### src/rtl/dest_reg_scoreboard.sv
// dest_reg_scoreboard
// Purpose : tracks in-flight destination registers between decode and the
//           register-file write port; flags read-after-write hazards and
//           presents the retiring destination.
// Latency : stall is combinational (same cycle). An accepted write reaches
//           WB DEPTH-1 edges after its accept and leaves one edge later.
// Backpressure: stall tells decode to hold; a stalled issue is not accepted
//           and a bubble enters the pipe instead.
// Ports   : clk/rst (async active-high) ; issue_valid, issue_wr, issue_dest,
//           src_a, src_b, flush in ; stall, wb_valid, wb_dest, busy out.
// Option  : define SB_WB_BYPASS_EN to exclude the WB stage from the hazard
//           check (regfile writes first half-cycle, reads second half).
//           busy always covers every stage.
module dest_reg_scoreboard #(
   parameter int DEPTH = 3
) (
   input  logic        clk,
   input  logic        rst,
   input  logic        issue_valid,
   input  logic        issue_wr,
   input  logic [4:0]  issue_dest,
   input  logic [4:0]  src_a,
   input  logic [4:0]  src_b,
   input  logic        flush,
   output logic        stall,
   output logic        wb_valid,
   output logic [4:0]  wb_dest,
   output logic [31:0] busy
);

`ifdef SB_WB_BYPASS_EN
   localparam int NCHK = DEPTH - 1;
`else
   localparam int NCHK = DEPTH;
`endif

   logic [DEPTH-1:0] valid_q, valid_d;
   logic [4:0]       dest_q [DEPTH];
   logic [4:0]       dest_d [DEPTH];
   logic             hit_a, hit_b;
   logic             accept;
   logic [31:0]      busy_c;

   // Hazard compare against the checked stages; r0 never matches.
   always_comb begin
      hit_a = 1'b0;
      hit_b = 1'b0;
      for (int k = 0; k < NCHK; k++) begin
         if (valid_q[k] && (dest_q[k] == src_a)) hit_a = 1'b1;
         if (valid_q[k] && (dest_q[k] == src_b)) hit_b = 1'b1;
      end
      if (src_a == 5'd0) hit_a = 1'b0;
      if (src_b == 5'd0) hit_b = 1'b0;
   end

   assign stall  = issue_valid & (hit_a | hit_b);
   assign accept = issue_valid & ~stall & ~flush & issue_wr & (issue_dest != 5'd0);

   // Shift toward WB. On flush the shifted-in content is cleared, so the
   // whole pipe becomes empty while the current WB entry still retires
   // (it is already on wb_valid/wb_dest this cycle).
   always_comb begin
      valid_d[0] = accept;
      dest_d[0]  = accept ? issue_dest : 5'd0;
      for (int k = 1; k < DEPTH; k++) begin
         valid_d[k] = valid_q[k-1] & ~flush;
         dest_d[k]  = flush ? 5'd0 : dest_q[k-1];
      end
   end

   // Invalid entries always carry dest 0, so busy only needs the valid gate.
   always_comb begin
      busy_c = '0;
      for (int k = 0; k < DEPTH; k++) begin
         if (valid_q[k]) busy_c[dest_q[k]] = 1'b1;
      end
      busy_c[0] = 1'b0;
   end

   always_ff @(posedge clk or posedge rst) begin
      if (rst) begin
         valid_q <= '0;
         for (int k = 0; k < DEPTH; k++) dest_q[k] <= 5'd0;
      end else begin
         valid_q <= valid_d;
         for (int k = 0; k < DEPTH; k++) dest_q[k] <= dest_d[k];
      end
   end

   assign busy     = busy_c;
   assign wb_valid = valid_q[DEPTH-1];
   assign wb_dest  = dest_q[DEPTH-1];

endmodule

### config.mk
export PLATFORM = sky130hd
export DESIGN_NAME = dest_reg_scoreboard
export DESIGN_NICKNAME = d
export VERILOG_FILES = /design/src/rtl/dest_reg_scoreboard.sv
export SDC_FILE = /design/constraint.sdc
export NUM_CORES = 1
export LEC_CHECK = 0
export CORE_MARGIN = 10
export CORE_UTILIZATION = 45
export CTS_CLUSTER_DIAMETER = 80
export DETAILED_ROUTE_END_ITERATION = 7
export PLACE_DENSITY = 0.78
export SLEW_MARGIN = 20
export SYNTH_ARGS = -nofsm -noshare
export SYNTH_HDL_FRONTEND = slang
export SYNTH_SLANG_ARGS = --single-unit
export TNS_END_PERCENT = 100
### constraint.sdc
create_clock -name clk -period 2.29 [get_ports clk]
set_input_delay 0.458 -clock clk [delete_from_list [all_inputs] [get_ports clk]]
set_output_delay 0.458 -clock clk [all_outputs]
set_load 0.03 [all_outputs]
==> impl_metrics.yaml, run 1 <==
run_status:
  status: "complete, but fails checks"
  violations: "negative setup slack"
sta:
  period_share: 1.012
  finalHoldViolations: 0
  tightest_slew_ps: 660.0
  skew_ps: 4.514
  period_minus_slack_ps: 2316
  rsz0062_at_grt: "true"
  fmax_mhz: 431.7
  setup_slack_ps: -26.41
  drv_slew: 0
  relSlewSlack: 0.5595
  setup_viol: 1
drt:
  drt_first_pass_iters: 5
  drt-vias-per-instance: 5.590
  drt_wl_total_um: 6425
  wl_per_cell_um: 16.69
  drtAntennaViolNets: 0
  vias: 2152
  drt-initial-drc-count: 182
  route.detailed.drc: 0
power_and_ir_drop:
  p_per_area_mw_per_mm2: 273.0
  pwr-share-comb: 0.215
  p_sw_uw: 187.5
  seqPwrFrac: 0.447
  power.total_uw: 742.6
  p_int_uw: 555.1
  power.share.switching: 0.2525
  p_leak_uw: 0.001412
  p_clk_frac: 0.338
  ir_drop_v: 0.0005466
worst_setup_path:
  critPathMaxFanout: 5
  arrival_ps: 1860
  crit_path_end_kind: "output port"
  critPathRequiredTime_ps: 1830
  crit_type: "flip-flop to output port"
  start_kind: "flip-flop"
cells_and_area:
  fillCellCount: 345
  layout-drive-gt1-share: 0.2657
  final_util: 0.6752
  diodes: 0
  multi_input_area_mm2: 0.001309
  nets: 356
  area_growth_pct: 44.64
  stdcell_count: 385
  regArea_um2: 456.7
global_route:
  grt_max_degree: 19
  overflow: 0
  grt_pass1_wl_um: 10010
  grt.total_usage: 0.1631
  grt_antenna_before_repair: 0
  grt_pass1_vias: 2031
logic_synthesis:
  syn-num-nets: 277
  syn_area_mm2: 0.001881
  ys_types: 29
  ys_warn_count: 0
  ys_ff_latch: 18
  synth.avg_cell_area_um2: 7.317
  netlist_instances: 257
  seq_area_frac_synth: 0.2395
floorplan:
  fp.coreArea_mm2: 0.004029
  row_count: 23
  io_pins: 59
  die_w_um: 84.65
  die_y_um: 84.65
  die-area_mm2: 0.007165
  start_util: 0.4668
clock_network:
  cts_sinks: 18
  cts_buffers: 3
  clockBufferDepth: 2
  clk_pin_slew_worst_paths_ps: 70
  clk_latency_ps: 250
  cts_max_level: 1
  ctsRootBufferMaster: "clkbuf_8"
  cts_tree: "done"
  ctsHoldBuffers: 0
placement:
  dp_hpwl_um: 4824
  gp_congestion: 0.8558
  port_buffers: 57
  dp.cells: 373
run:
  timing.max_cap.violations: 0
min_path:
  hp-class: "input pin to async pin"
==> per-layer routing <==
layer / part of all wire / track usage / wire length, um / vias to the layer above
met5: 0 / 0 / 0 / -
li1: - / - / - / 1033
met3: 0.079 / 0.02802 / 510 / 11
met2: 0.48 / 0.2821 / 3108 / 118
met4: 0.014 / 0.03293 / 93 / 0
met1: 0.42 / 0.2058 / 2713 / 990
==> flip-flops by register name, indices dropped and copies added (netlist names) <==
name	cells
wb_dest	5
dest_q	10
valid_q	3
==> layout make-up <==
cell class                 instances  area share
clock buffer                       4     0.02024
inverter                           6    0.008280
multi-input combinational        207      0.4811
sequential                        18      0.1679
tap                               50     0.02300
timing repair buffer             100      0.2994
==> repair_timing <==
action                                 CTS  global route
setup buffers                            0             8
pin swaps                                0             4
resized for setup                       31            16
endpoints found under the hold margin    0             0
setup endpoints to repair               19            14
==> worst max-delay path: stages (launching register included) <==
cell      delay, ps
dfrtp_2         410
buf_4           160
xor2_1          170
nor4_2          230
a31oi_1         160
o211ai_4        200
and2_4          170
buf_6           120
==> placed cells by master (no fill, tap or decap), types with 2 or more instances in the layout <==
cell	n
a22oi_1	27
nor3b_2	3
buf_4	61
clkdlybuf4s50_1	15
nor3_1	9
and3_2	3
xnor2_1	21
nor2b_1	12
a222oi_1	4
inv_1	6
and3b_1	8
nor3b_1	9
nand4_1	5
nor2_2	2
nor2_1	8
clkbuf_8	4
xor2_1	8
clkbuf_2	3
nand2_1	72
dfrtp_2	5
dfrtp_1	13
and3_1	3
dlygate4sd2_1	18
nor4_2	2
==> Yosys cell counts <==
master	instances	area share
conb_1	1	0.0020
nand2_1	72	0.14
nor4_1	2	0.0067
and3_1	6	0.020
a222oi_1	4	0.021
inv_1	6	0.012
o22ai_1	2	0.0067
dfrtp_1	18	0.24
buf_4	6	0.024
buf_6	1	0.0060
nor3_1	9	0.024
or4_1	1	0.0040
buf_2	12	0.032
a31oi_1	1	0.0033
xor2_1	8	0.037
or4_4	1	0.0060
and3b_1	8	0.037
o211ai_4	1	0.011
nand2b_1	1	0.0033
a22oi_1	27	0.11
clkbuf_1	7	0.014
and2_1	1	0.0033
nor2b_1	12	0.040
nor4_2	1	0.0067
nand4_1	5	0.017
nor2_2	1	0.0033
nor2_1	9	0.018
nor3b_1	12	0.048
xnor2_1	22	0.10
==> power groups by stage <==
| stage | combinational [uW] | sequential (uW) | clock [uW] |
|---|---|---|---|
| 2_1_floorplan | 79.7 | 334 | 0 |
| 3_3_place_gp | 150 | 340 | 0 |
| 3_5_place_dp | 153 | 341 | 0 |
| 4_1_cts | 149 | 335 | 257 |
| 5_1_grt | 173 | 332 | 268 |
| 6_report | 160 | 332 | 251 |
==> cells by family after synthesis <==
group / after synthesis / synth area share
AOI/OAI and AO/OA: 35 / 0.1504
xor gates and xnor gates: 30 / 0.1397
buffers and inverters: 32 / 0.08783
DFF: 18 / 0.2395
other: 1 / 0.001994
and+or+nand+nor: 141 / 0.3806
==> worst paths after layout <==
path	from	endpoint	slack, ps	depth (start not counted)
max	wb_dest[2]	stall	-30	7
min	rst	dest_q[6]	600	2
max reg2reg	dest_q[8]	dest_q[11]	500	8
min reg2reg	dest_q[13]	dest_q[8]	640	2
max in group asynchronous	rst	dest_q[13]	1220	2
min in group clk	dest_q[13]	dest_q[8]	640	2
==> through the flow <==
stage / hold slack [ps] / setup TNS (ps) / worst slack, ps / area (um2)
6_report: 601.3 / -26.41 / -26.41 / 2720
5_1_grt: 669.0 / -191.1 / -132.8 / 2720
4_1_cts: 619.4 / -100.0 / -100.0 / 2636
3_5_place_dp: 681.5 / -303.2 / -268.8 / 2586
3_3_place_gp: 662.4 / -241.7 / -241.7 / 2586
2_1_floorplan: 396.6 / 0 / 206.5 / 1881
Power figures use the tool's default switching activity.
==> run 2: changes to the inputs <==
--- a/config.mk
+++ b/config.mk
@@ -9,6 +9,7 @@
 export CORE_UTILIZATION = 45
 export CTS_CLUSTER_DIAMETER = 80
 export DETAILED_ROUTE_END_ITERATION = 7
+export HOLD_SLACK_MARGIN = 0.1
 export PLACE_DENSITY = 0.78
 export SLEW_MARGIN = 20
 export SYNTH_ARGS = -nofsm -noshare
==> results of run 2 <==
The final DEF is identical to that of run 1; final timing and power are the same.
==> run 3: changes to the inputs <==
--- a/config.mk
+++ b/config.mk
@@ -5,7 +5,7 @@
 export SDC_FILE = /design/constraint.sdc
 export NUM_CORES = 1
 export LEC_CHECK = 0
-export CORE_MARGIN = 10
+export CORE_MARGIN = 3
 export CORE_UTILIZATION = 45
 export CTS_CLUSTER_DIAMETER = 80
 export DETAILED_ROUTE_END_ITERATION = 7
==> impl_metrics.yaml, run 3 (synthesis gave the netlist of run 1 again) <==
run_status:
  status: "complete, but fails checks"
  violations: "negative setup slack"
power_and_ir_drop:
  p_sw_uw: 178.0
  power.total_uw: 699.1
  p_clk_frac: 0.293
  ir_drop_v: 0.0004826
  pwr-share-comb: 0.228
  p_per_area_mw_per_mm2: 254.5
  seqPwrFrac: 0.479
  p_leak_uw: 0.001432
  power.share.switching: 0.2546
  p_int_uw: 521.1
clock_network:
  clockBufferDepth: 2
  cts_tree: "done"
  clk_latency_ps: 240
  cts_sinks: 18
  clk_pin_slew_worst_paths_ps: 60
  ctsRootBufferMaster: "clkbuf_8"
  cts_max_level: 1
  cts_buffers: 3
floorplan:
  die_w_um: 70.65
  die_y_um: 70.65
  row_count: 22
  fp.coreArea_mm2: 0.003854
  die-area_mm2: 0.004991
  io_pins: 59
  start_util: 0.4880
worst_setup_path:
  critPathRequiredTime_ps: 1830
  crit_family: "compound AO/OA/AOI/OAI gates"
  slowest_delay_ps: 430
  path_cells: "buf_4 -> xnor2_1 -> nand4_1 -> o22ai_1 -> a31oi_1 -> o211ai_4 -> and2_4 -> buf_6"
  critPathMaxFanout: 5
  worstSetupPathDepth: 8
  crit_type: "flip-flop to output port"
  start_kind: "flip-flop"
  worst-path-buf-inv: 2
  crit_path_end_kind: "output port"
  critPathSlowestCell: "dfrtp_2"
  arrival_ps: 1930
  rr_worst_depth: 8
cells_and_area:
  final_cell_mix: "72 x nand2_1, 56 x buf_4, 27 x a22oi_1"
  diodes: 0
  multi_input_area_mm2: 0.001341
  layout_commonest_cell: "nand2_1"
  final_util: 0.7127
  stdcell_count: 379
  area_growth_pct: 46.04
  regMostFlops: "dest_q"
  nets: 353
  layout-drive-gt1-share: 0.2779
  regArea_um2: 460.4
  largest_reg_flops: 10
  fillCellCount: 317
global_route:
  grt_max_degree: 19
  grt_antenna_before_repair: 0
  grt.total_usage: 0.2377
  overflow: 0
  grt_pass1_wl_um: 9784
  grt_pass1_vias: 2078
sta:
  rsz0062_at_grt: "true"
  fmax_mhz: 419.5
  relSlewSlack: 0.5743
  skew_ps: 2.878
  period_share: 1.041
  setup_viol: 1
  tightest_slew_ps: 637.9
  setup-tns-final_ps: -93.65
  period_minus_slack_ps: 2384
  finalHoldViolations: 0
  setup_slack_ps: -93.65
  drv_slew: 0
drt:
  wl_met3_um: 482
  vias: 2167
  drt_first_pass_iters: 6
  drt_wl_total_um: 6126
  wl_met2_um: 3096
  route.detailed.drc: 0
  met1_length_um: 2492
  wl_per_cell_um: 16.16
  highest_layer: "met4"
  drtAntennaViolNets: 0
  drt-vias-per-instance: 5.718
  drt-initial-drc-count: 241
placement:
  dp_hpwl_um: 4585
  port_buffers: 57
  dp.cells: 369
  gp_congestion: 0.8995
run:
  timing.max_cap.violations: 0
min_path:
  hp-class: "input pin to async pin"
-- run 3: worst paths after layout --
check | endpoint | slack (ps) | startpoint
max | stall | -90 | dest_q[14]
min | dest_q[8] | 610 | rst
max reg2reg | valid_q[0] | 470 | dest_q[9]
min reg2reg | valid_q[2] | 660 | valid_q[1]
max in group asynchronous | wb_dest[4] | 1230 | rst
min in group clk | valid_q[2] | 660 | valid_q[1]
-- run 3: repair_timing --
item                       4_1_cts  5_1_grt
buffers inserted                 0        7
pin swaps                        1        7
gates resized for setup         29       21
setup endpoints to repair       13       15
hold buffers                     0        0
-- run 3: through the flow --
stage	instance area (um2)	setup slack, ps	hold slack (ps)
after global placement	2566	-238.3	612.2
after detailed placement	2566	-265.5	637.3
after floorplan	1881	206.5	396.6
final	2746	-93.65	606.6
after CTS	2591	-82.84	631.6
after global routing	2746	-206.6	659.7
-- run 3: routing by layer --
metal  global-route usage  vias up
met5                    0        -
met4              0.03967        0
met3              0.03267        8
met2               0.4356      112
met1               0.3014     1019
li1                     -     1028
-- run 3: power by group through the flow --
| stage | clock, uW | sequential, uW | combinational, uW |
|---|---|---|---|
| 2_1_floorplan | 0 | 334 | 79.7 |
| 3_5_place_dp | 0 | 341 | 150 |
| 3_3_place_gp | 0 | 341 | 147 |
| 4_1_cts | 209 | 336 | 144 |
| 5_1_grt | 227 | 336 | 173 |
| 6_report | 205 | 335 | 159 |
-- run 3: worst register-to-register path, delay by kind of cell, from the launching register on --
kind / cells / cell delay, ps
AND/OR/NAND/NOR: 2 / 310
flip-flops: 1 / 460
AO/OA/AOI/OAI: 3 / 480
buffers and inverters: 2 / 350
XOR/XNOR: 1 / 130
-- run 3: layout make-up --
type,count,area share
Clock buffer,3,0.01503
Inverter,6,0.008200
Multi-Input combinational cell,207,0.4884
Sequential cell,18,0.1677
Tap cell,48,0.02187
Timing Repair Buffer,97,0.2989
